[src/rtl/clock_ctrl.sv]
// -----------------------------------------------------------------------------
// clock_ctrl
//
// Generates the CPU clock (slowClk) from the fast system clock. Two modes:
//   auto   : free-running divider, slowClk high and low for D fastClk cycles
//            each, where D = max(clockDivider, 1).
//   manual : each debounced press of stepBtn produces exactly one slowClk
//            cycle (D cycles high, then low and idle).
// A halt request stops new rising edges but never truncates a high phase.
//
// Ports
//   fastClk       in   system clock, all state updates on its rising edge
//   rst_n         in   synchronous reset, active low
//   clockDivider  in   half-period of slowClk in fastClk cycles (0 acts as 1)
//   mode          in   0 = auto, 1 = manual single step
//   halt          in   synchronous halt request from the CPU HLT logic
//   stepBtn       in   raw asynchronous pushbutton level, active high
//   slowClk       out  registered CPU clock
//   risePulse     out  one-cycle strobe, high in the first cycle slowClk is 1
//   fallPulse     out  one-cycle strobe, high in the first cycle slowClk is 0
//   running       out  auto mode with halt low, or manual high phase active
// -----------------------------------------------------------------------------
module clock_ctrl #(
    parameter int DIV_WIDTH       = 32,
    parameter int DEBOUNCE_CYCLES = 16
) (
    input  logic                 fastClk,
    input  logic                 rst_n,
    input  logic [DIV_WIDTH-1:0] clockDivider,
    input  logic                 mode,
    input  logic                 halt,
    input  logic                 stepBtn,
    output logic                 slowClk,
    output logic                 risePulse,
    output logic                 fallPulse,
    output logic                 running
);

    // Debounce counter only needs to reach DEBOUNCE_CYCLES-1.
    localparam int DB_W = (DEBOUNCE_CYCLES > 1) ? $clog2(DEBOUNCE_CYCLES) : 1;
    localparam logic [DB_W-1:0] DB_LAST = DB_W'(DEBOUNCE_CYCLES - 1);

    localparam logic MODE_AUTO   = 1'b0;
    localparam logic MODE_MANUAL = 1'b1;

    // The phase register is the slowClk flop itself.
    typedef enum logic {
        PH_LOW  = 1'b0,
        PH_HIGH = 1'b1
    } phase_t;

    // -------------------------------------------------------------------------
    // State
    // -------------------------------------------------------------------------
    phase_t                 phase_q,     phase_d;
    logic [DIV_WIDTH-1:0]   cnt_q,       cnt_d;
    logic                   mode_q,      mode_d;
    logic                   rise_q,      rise_d;
    logic                   fall_q,      fall_d;
    logic                   running_q,   running_d;

    logic                   sync_meta_q, sync_meta_d;
    logic                   sync_q,      sync_d;
    logic                   db_level_q,  db_level_d;
    logic [DB_W-1:0]        db_cnt_q,    db_cnt_d;
    logic                   db_prev_q,   db_prev_d;

    logic [DIV_WIDTH-1:0]   div_eff;
    logic                   phase_done;
    logic                   press;

    // -------------------------------------------------------------------------
    // Pushbutton: two-flop synchroniser followed by a debounce filter
    // -------------------------------------------------------------------------
    always_comb begin
        sync_meta_d = stepBtn;
        sync_d      = sync_meta_q;
    end

    // The accepted level moves only after the synchronised input has
    // disagreed with it for DEBOUNCE_CYCLES consecutive cycles; any cycle of
    // agreement (a bounce back) restarts the count from zero.
    always_comb begin
        db_level_d = db_level_q;
        db_cnt_d   = '0;
        if (sync_q != db_level_q) begin
            if (db_cnt_q == DB_LAST) begin
                db_level_d = sync_q;
            end else begin
                db_cnt_d = db_cnt_q + DB_W'(1);
            end
        end
        db_prev_d = db_level_q;
    end

    // Single-cycle strobe on a debounced 0->1 edge. Holding the button
    // produces no further strobes, and a strobe that is not consumed in its
    // cycle is simply lost, so presses are never queued.
    assign press = db_level_q & ~db_prev_q;

    // -------------------------------------------------------------------------
    // Phase control
    // -------------------------------------------------------------------------
    assign div_eff = (clockDivider == '0) ? DIV_WIDTH'(1) : clockDivider;

    // ">=" rather than "==" so that lowering the divider mid-phase ends the
    // phase on the next cycle instead of wrapping the counter.
    assign phase_done = (cnt_q >= (div_eff - DIV_WIDTH'(1)));

    always_comb begin
        phase_d = phase_q;
        cnt_d   = cnt_q;
        mode_d  = mode_q;
        rise_d  = 1'b0;
        fall_d  = 1'b0;

        case (phase_q)
            PH_HIGH: begin
                // A high phase always runs to completion, regardless of
                // halt or a pending mode change.
                if (phase_done) begin
                    phase_d = PH_LOW;
                    cnt_d   = '0;
                    fall_d  = 1'b1;
                end else begin
                    cnt_d = cnt_q + DIV_WIDTH'(1);
                end
            end

            default: begin
                if (mode != mode_q) begin
                    // Mode switches only land while slowClk is low and
                    // restart the low phase from zero.
                    mode_d = mode;
                    cnt_d  = '0;
                end else if (halt) begin
                    // Halted: hold off the rising edge, and restart the full
                    // low phase once halt drops.
                    cnt_d = '0;
                end else if (mode_q == MODE_AUTO) begin
                    if (phase_done) begin
                        phase_d = PH_HIGH;
                        cnt_d   = '0;
                        rise_d  = 1'b1;
                    end else begin
                        cnt_d = cnt_q + DIV_WIDTH'(1);
                    end
                end else begin
                    // Manual idle: wait for a press; the counter is unused.
                    cnt_d = '0;
                    if (press) begin
                        phase_d = PH_HIGH;
                        rise_d  = 1'b1;
                    end
                end
            end
        endcase

        running_d = ((mode_d == MODE_AUTO) && !halt) ||
                    ((mode_d == MODE_MANUAL) && (phase_d == PH_HIGH));
    end

    // -------------------------------------------------------------------------
    // Registers
    // -------------------------------------------------------------------------
    always_ff @(posedge fastClk) begin
        if (!rst_n) begin
            phase_q     <= PH_LOW;
            cnt_q       <= '0;
            mode_q      <= MODE_AUTO;
            rise_q      <= 1'b0;
            fall_q      <= 1'b0;
            running_q   <= 1'b0;
            sync_meta_q <= 1'b0;
            sync_q      <= 1'b0;
            db_level_q  <= 1'b0;
            db_cnt_q    <= '0;
            db_prev_q   <= 1'b0;
        end else begin
            phase_q     <= phase_d;
            cnt_q       <= cnt_d;
            mode_q      <= mode_d;
            rise_q      <= rise_d;
            fall_q      <= fall_d;
            running_q   <= running_d;
            sync_meta_q <= sync_meta_d;
            sync_q      <= sync_d;
            db_level_q  <= db_level_d;
            db_cnt_q    <= db_cnt_d;
            db_prev_q   <= db_prev_d;
        end
    end

    // -------------------------------------------------------------------------
    // Outputs, all straight from flops
    // -------------------------------------------------------------------------
    assign slowClk   = (phase_q == PH_HIGH);
    assign risePulse = rise_q;
    assign fallPulse = fall_q;
    assign running   = running_q;

endmodule

[config.mk]
export PLATFORM = sky130hd
export DESIGN_NAME = clock_ctrl
export DESIGN_NICKNAME = d
export VERILOG_FILES = /design/src/rtl/clock_ctrl.sv
export SDC_FILE = /design/constraint.sdc
export NUM_CORES = 1
export LEC_CHECK = 0
export CAP_MARGIN = 20
export CORE_ASPECT_RATIO = 0.8
export CORE_UTILIZATION = 43
export CTS_CLUSTER_DIAMETER = 40
export DETAILED_ROUTE_END_ITERATION = 16
export DONT_BUFFER_PORTS = 1
export GPL_TIMING_DRIVEN = 0
export SLEW_MARGIN = 30
export SYNTH_ARGS = -nofsm -noshare
export SYNTH_HDL_FRONTEND = slang
export SYNTH_SLANG_ARGS = --single-unit
[constraint.sdc]
create_clock -name fastClk -period 8.1 [get_ports fastClk]
set_clock_uncertainty 0.05 [all_clocks]
set_input_delay 1.62 -clock fastClk [delete_from_list [all_inputs] [get_ports fastClk]]
set_output_delay 1.62 -clock fastClk [all_outputs]
set_load 0.005 [all_outputs]
Word level (Yosys, flattened, before mapping)

Cells that the tools add are included.
Widths: inputs -> output; s select.

Input port bits: 37
Output and inout bits: 4
Bits in registers: 45
Word-level logic and storage cells: 47

Bitwise operators: 5
$lt $le $gt $ge: 1
Muxes and demuxes: 15
Add/subtract/negate cells: 3
Eq/ne operators: 3
Reduce and logical (&&, ||, !) cells: 9

Operators by type and width:

| operator              | number |
|---|---|
| $mux 32               | 6 |
| $add 32x1->32 const B | 1 |
| $ge 32x32->1          | 1 |
| $logic_not 32->1      | 1 |
| $sub 32x1->32 const B | 1 |
| $mux 1                | 9 |
| $add 4x1->4 const B   | 1 |
| $eq 4x4->1 const B    | 1 |
| $not 1->1             | 4 |
| $reduce_and 2->1      | 2 |
| $reduce_or 3->1       | 1 |
| $logic_and 1x1->1     | 2 |
| $ne 1x1->1            | 2 |
| $reduce_or 2->1       | 1 |
| $and 1x1->1           | 1 |
| $logic_not 1->1       | 1 |
| $logic_or 1x1->1      | 1 |

Longest topological paths before layout

Word-level depth: 11
Gate-level depth with buffers: 19
Depth with buffers taken out: 18

Worst setup path before layout

OpenSTA, ideal clock, no wires.

Path kind: in2reg
From: input clockDivider[20]
To: register cnt_q[10]
Buffers on the path: 1
Setup slack: 2.473 ns
Stages on the path: 19
Data arrival time: 5.512 ns
Cells stage by stage: or4_1 or3_1 nor3_1 a21oi_1 ha_1 nand2b_1 nor4_1 nand2_1 nor2_1 nand2_1 xor2_1 ha_1 a21oi_1 nand2_1 a221oi_1 nor3b_1 nand3_1 clkbuf_1 nor2_1

Cells in the longest elaborated chain, start to end: 9

RTL lines:

| what                 | RTL line | text |
|---|---|---|
| start, declared      | 29       | `input logic [DIV_WIDTH-1:0] clockDivider,` |
| $logic_not 32->1     | 104      | `assign div_eff = (clockDivider == '0) ? DIV_WIDTH'(1) : clockDivider;` |
| $mux 32 *            | 104      |  |
| $sub 32x1->32 *      | 108      | `assign phase_done = (cnt_q >= (div_eff - DIV_WIDTH'(1)));` |
| $ge 32x32->1 *       | 108      |  |
| $mux 32 *            | 121, 141 |  |
| $mux 32              | 140      | `end else if (mode_q == MODE_AUTO) begin` |
| $mux 32              | 136      | `end else if (halt) begin` |
| $mux 32              | 131      | `if (mode != mode_q) begin` |
| $mux 32 *            | 117      | `case (phase_q)` |
| end signal, assigned | 181      | `cnt_q <= cnt_d;` |
| end, declared        | 56       | `logic [DIV_WIDTH-1:0] cnt_q, cnt_d;` |

Mark *: on every way between the ends. The rest lies on a longest branch, timed or not.
A chain may end at the register's enable or synchronous reset.

Worst setup path after layout

From: input clockDivider[20]
To: register cnt_q[17]

Same word-level chain as after synthesis.

==> results_dict.tcl <==
set metrics [dict create \
    ys_seq_area_share_pct 29.14 \
    fin_setup_tns_ns 0 \
    cts_root_buf "clkbuf_8" \
    r2r-start "cnt_q[29]$_SDFF_PN0_" \
    wl_per_cell_um 13.70 \
    initial_core_util_pct 44.64 \
    endpoint_kind "flip-flop" \
    arrival_ns 6.62 \
    layout_common_cells "63 x nor2_1, 45 x dfxtp_1, 35 x ha_1, 31 x xor2_1, 29 x nand2_1" \
    hold_slack_ns 0.3890 \
    grt_use_met2_pct 30.49 \
    setup_violations 0 \
    synth-edff-count 0 \
    grt_pass1_vias 2433 \
    antenna_cells 0 \
    ir_drop_mv 0.09003 \
    grtUsageMet1_pct 23.89 \
    first_iter_violations 86 \
    finalNonFillerCells 469 \
    portBuffers 0 \
    cts-htree-levels 2 \
    cts_setup_buffers 0 \
    netlist_area_sq_um 3092 \
    synth_warnings 0 \
    total_power_mw 0.4019 \
    place_area_sq_um 3207 \
    nets 453 \
    firstDrtPassIters 4 \
    syn_nets 446 \
    io_pins 41 \
    area_growth_pct 6.839 \
    die_area_sq_um 7535 \
    synth-async-reset-ratio_pct 0 \
    relSlewSlack_pct 49.43 \
    cts_tree "done" \
    hold_path.class "reg2reg" \
    use_met3_pct 3.784 \
    nFillCells 680 \
    period_share_pct 79.51 \
    drc 0 \
    totalWireLength_mm 6.427 \
    cts_buffer_depth 2 \
    leakagePower_nw 1.195 \
    crit_type "in2reg" \
    tightest_slew_ns 0.7516 \
    drtAntennaViolNets 0 \
    maxCapViolCount 0 \
    multi_input_area_sq_um 2148 \
    grt_antenna_before_repair 0 \
    top_usage_layer "met2" \
    post-route-util_pct 47.70 \
    rsz0062_at_grt "false" \
    routabilityCongestion 0.7397 \
    final-hold-violation-count 0 \
    clock_latency_ns 0.29 \
    setup_ws_ns 1.660 \
    dr_total_vias 2536 \
    clk_pin_slew_ns 0.09 \
    numClockSinks 45 \
    grt_max_degree 15 \
    die_height_um 77.84 \
    worstPathRequired_ns 8.28 \
    gr-total-overflow 0 \
    pre_cts_slack_ns 1.269 \
    viasPerCell 5.407 \
    synth_cell_types 43 \
    ctsResizeCount 0 \
    worst-path-max-fanout 10 \
    final_area_sq_um 3303 \
    synthCells 374 \
    synth_ff_type "dfxtp_1" \
    cts_made_buffers 5 \
    holdBufCountCts 0 \
    rows 27 \
    power.density_nw_per_um2 121.7 \
    critical_path.startpoint_type "input port" \
    dp.cells 461 \
    seqCellArea_sq_um 900.9 \
    fin_crit_ns 6.440 \
    die_x_um 96.80 \
    grtUsageTotal_pct 18.03 \
    post_route_cells_drive_above_1_share_pct 4.188 \
    fmaxAchievable_mhz 155.3 \
    status "finished clean" \
    crit_start "clockDivider[20]" \
    hp-start "sync_d$_SDFF_PN0_" \
    dpl.hpwl_mm 5.096 \
    final_common_cell "nor2_1" \
    grt_pass1_wl_mm 11.16 \
    core_sq_um 6925 \
    avgSynthCellArea_sq_um 8.267 \
    final_max_slew_viol_count 0 \
    ys_seq_elements 45 \
]
[cells in the mapped netlist, types with 2 or more instances]
cell type | n | area share, %
a211oi_1 | 2 | 0.49
a21boi_0 | 2 | 0.49
a21o_1 | 4 | 0.97
a21oi_1 | 12 | 1.9
and2_1 | 6 | 1.2
and3_1 | 8 | 1.6
clkbuf_1 | 6 | 0.73
dfxtp_1 | 45 | 29
ha_1 | 35 | 14
inv_1 | 7 | 0.85
nand2_1 | 29 | 3.5
nand2b_1 | 4 | 0.81
nand3_1 | 20 | 3.2
nand4_1 | 14 | 2.8
nor2_1 | 63 | 7.6
nor3_1 | 10 | 1.6
nor3b_1 | 3 | 0.73
nor4_1 | 8 | 1.6
nor4b_1 | 2 | 0.57
o21a_1 | 3 | 0.73
o21ai_0 | 6 | 0.97
or3_1 | 3 | 0.61
or4_1 | 3 | 0.73
or4_4 | 3 | 1.1
xnor2_1 | 28 | 7.9
xor2_1 | 31 | 8.8
[area by class of cell]
class                   instances  area share, %
flip-flops and latches         45          27.27
plain buffers                   6         0.6818
well taps                      87          3.295
clock inverters                 2         0.4167
clock buffers                   6          2.500
multi-input cells             316          65.04
inverters                       7         0.7955
[critical path: stages]
cell and delay (ns):
or4_1 0.56, or3_1 0.37, nor3_1 0.60, a21oi_1 0.31, ha_1 0.30, nand2b_1 0.16
nor4_2 0.13, nand2_1 0.18, nor2_1 0.12, nand2_1 0.09, xor2_1 0.16, ha_1 0.27
nand4_1 0.18, nor2_1 0.07, a221oi_1 0.27, nor3b_1 0.49, nand3_1 0.24, clkbuf_1 0.31
nor2_1 0.16
[routing by layer]
metal,up-vias,routed length [um]
met2,35,2894
li1,1337,-
met4,0,29
met3,4,244
met5,-,0
met1,1160,3259
[worst paths after layout]
kind,to,slack (ns),cells after the start
worst max-delay path,cnt_q[17]$_SDFF_PN0_,1.66,19
worst min-delay path,sync_q$_SDFF_PN0_,0.39,1
worst min register to register,sync_q$_SDFF_PN0_,0.39,1
worst max register to register,cnt_q[17]$_SDFF_PN0_,5.53,8
[registers in the layout (all words and copies together) (netlist names)]
register    cells
cnt_q          32
db_cnt_q        4
db_level_q      1
db_prev_q       1
fallPulse       1
mode_q          1
risePulse       1
running         1
slowClk         1
sync_d          1
sync_q          1
[power breakdown]
group | internal (mW) | leakage (nW) | switching, mW
logic | 0.0146 | 0.780 | 0.0171
clock network | 0.0692 | 0.0512 | 0.0766
registers | 0.223 | 0.363 | 0.00161
[cell families after synthesis]
kind of cell | Yosys count | synth area share [%]
buffers and inverters | 13 | 1.578
adders and majority gates | 35 | 14.16
and+or+nand+nor | 183 | 30.15
DFF | 45 | 29.14
muxes | 1 | 0.3238
AOI/OAI and AO/OA | 38 | 7.932
xor gates and xnor gates | 59 | 16.71
Note: power is estimated with default switching activity, not from simulation.
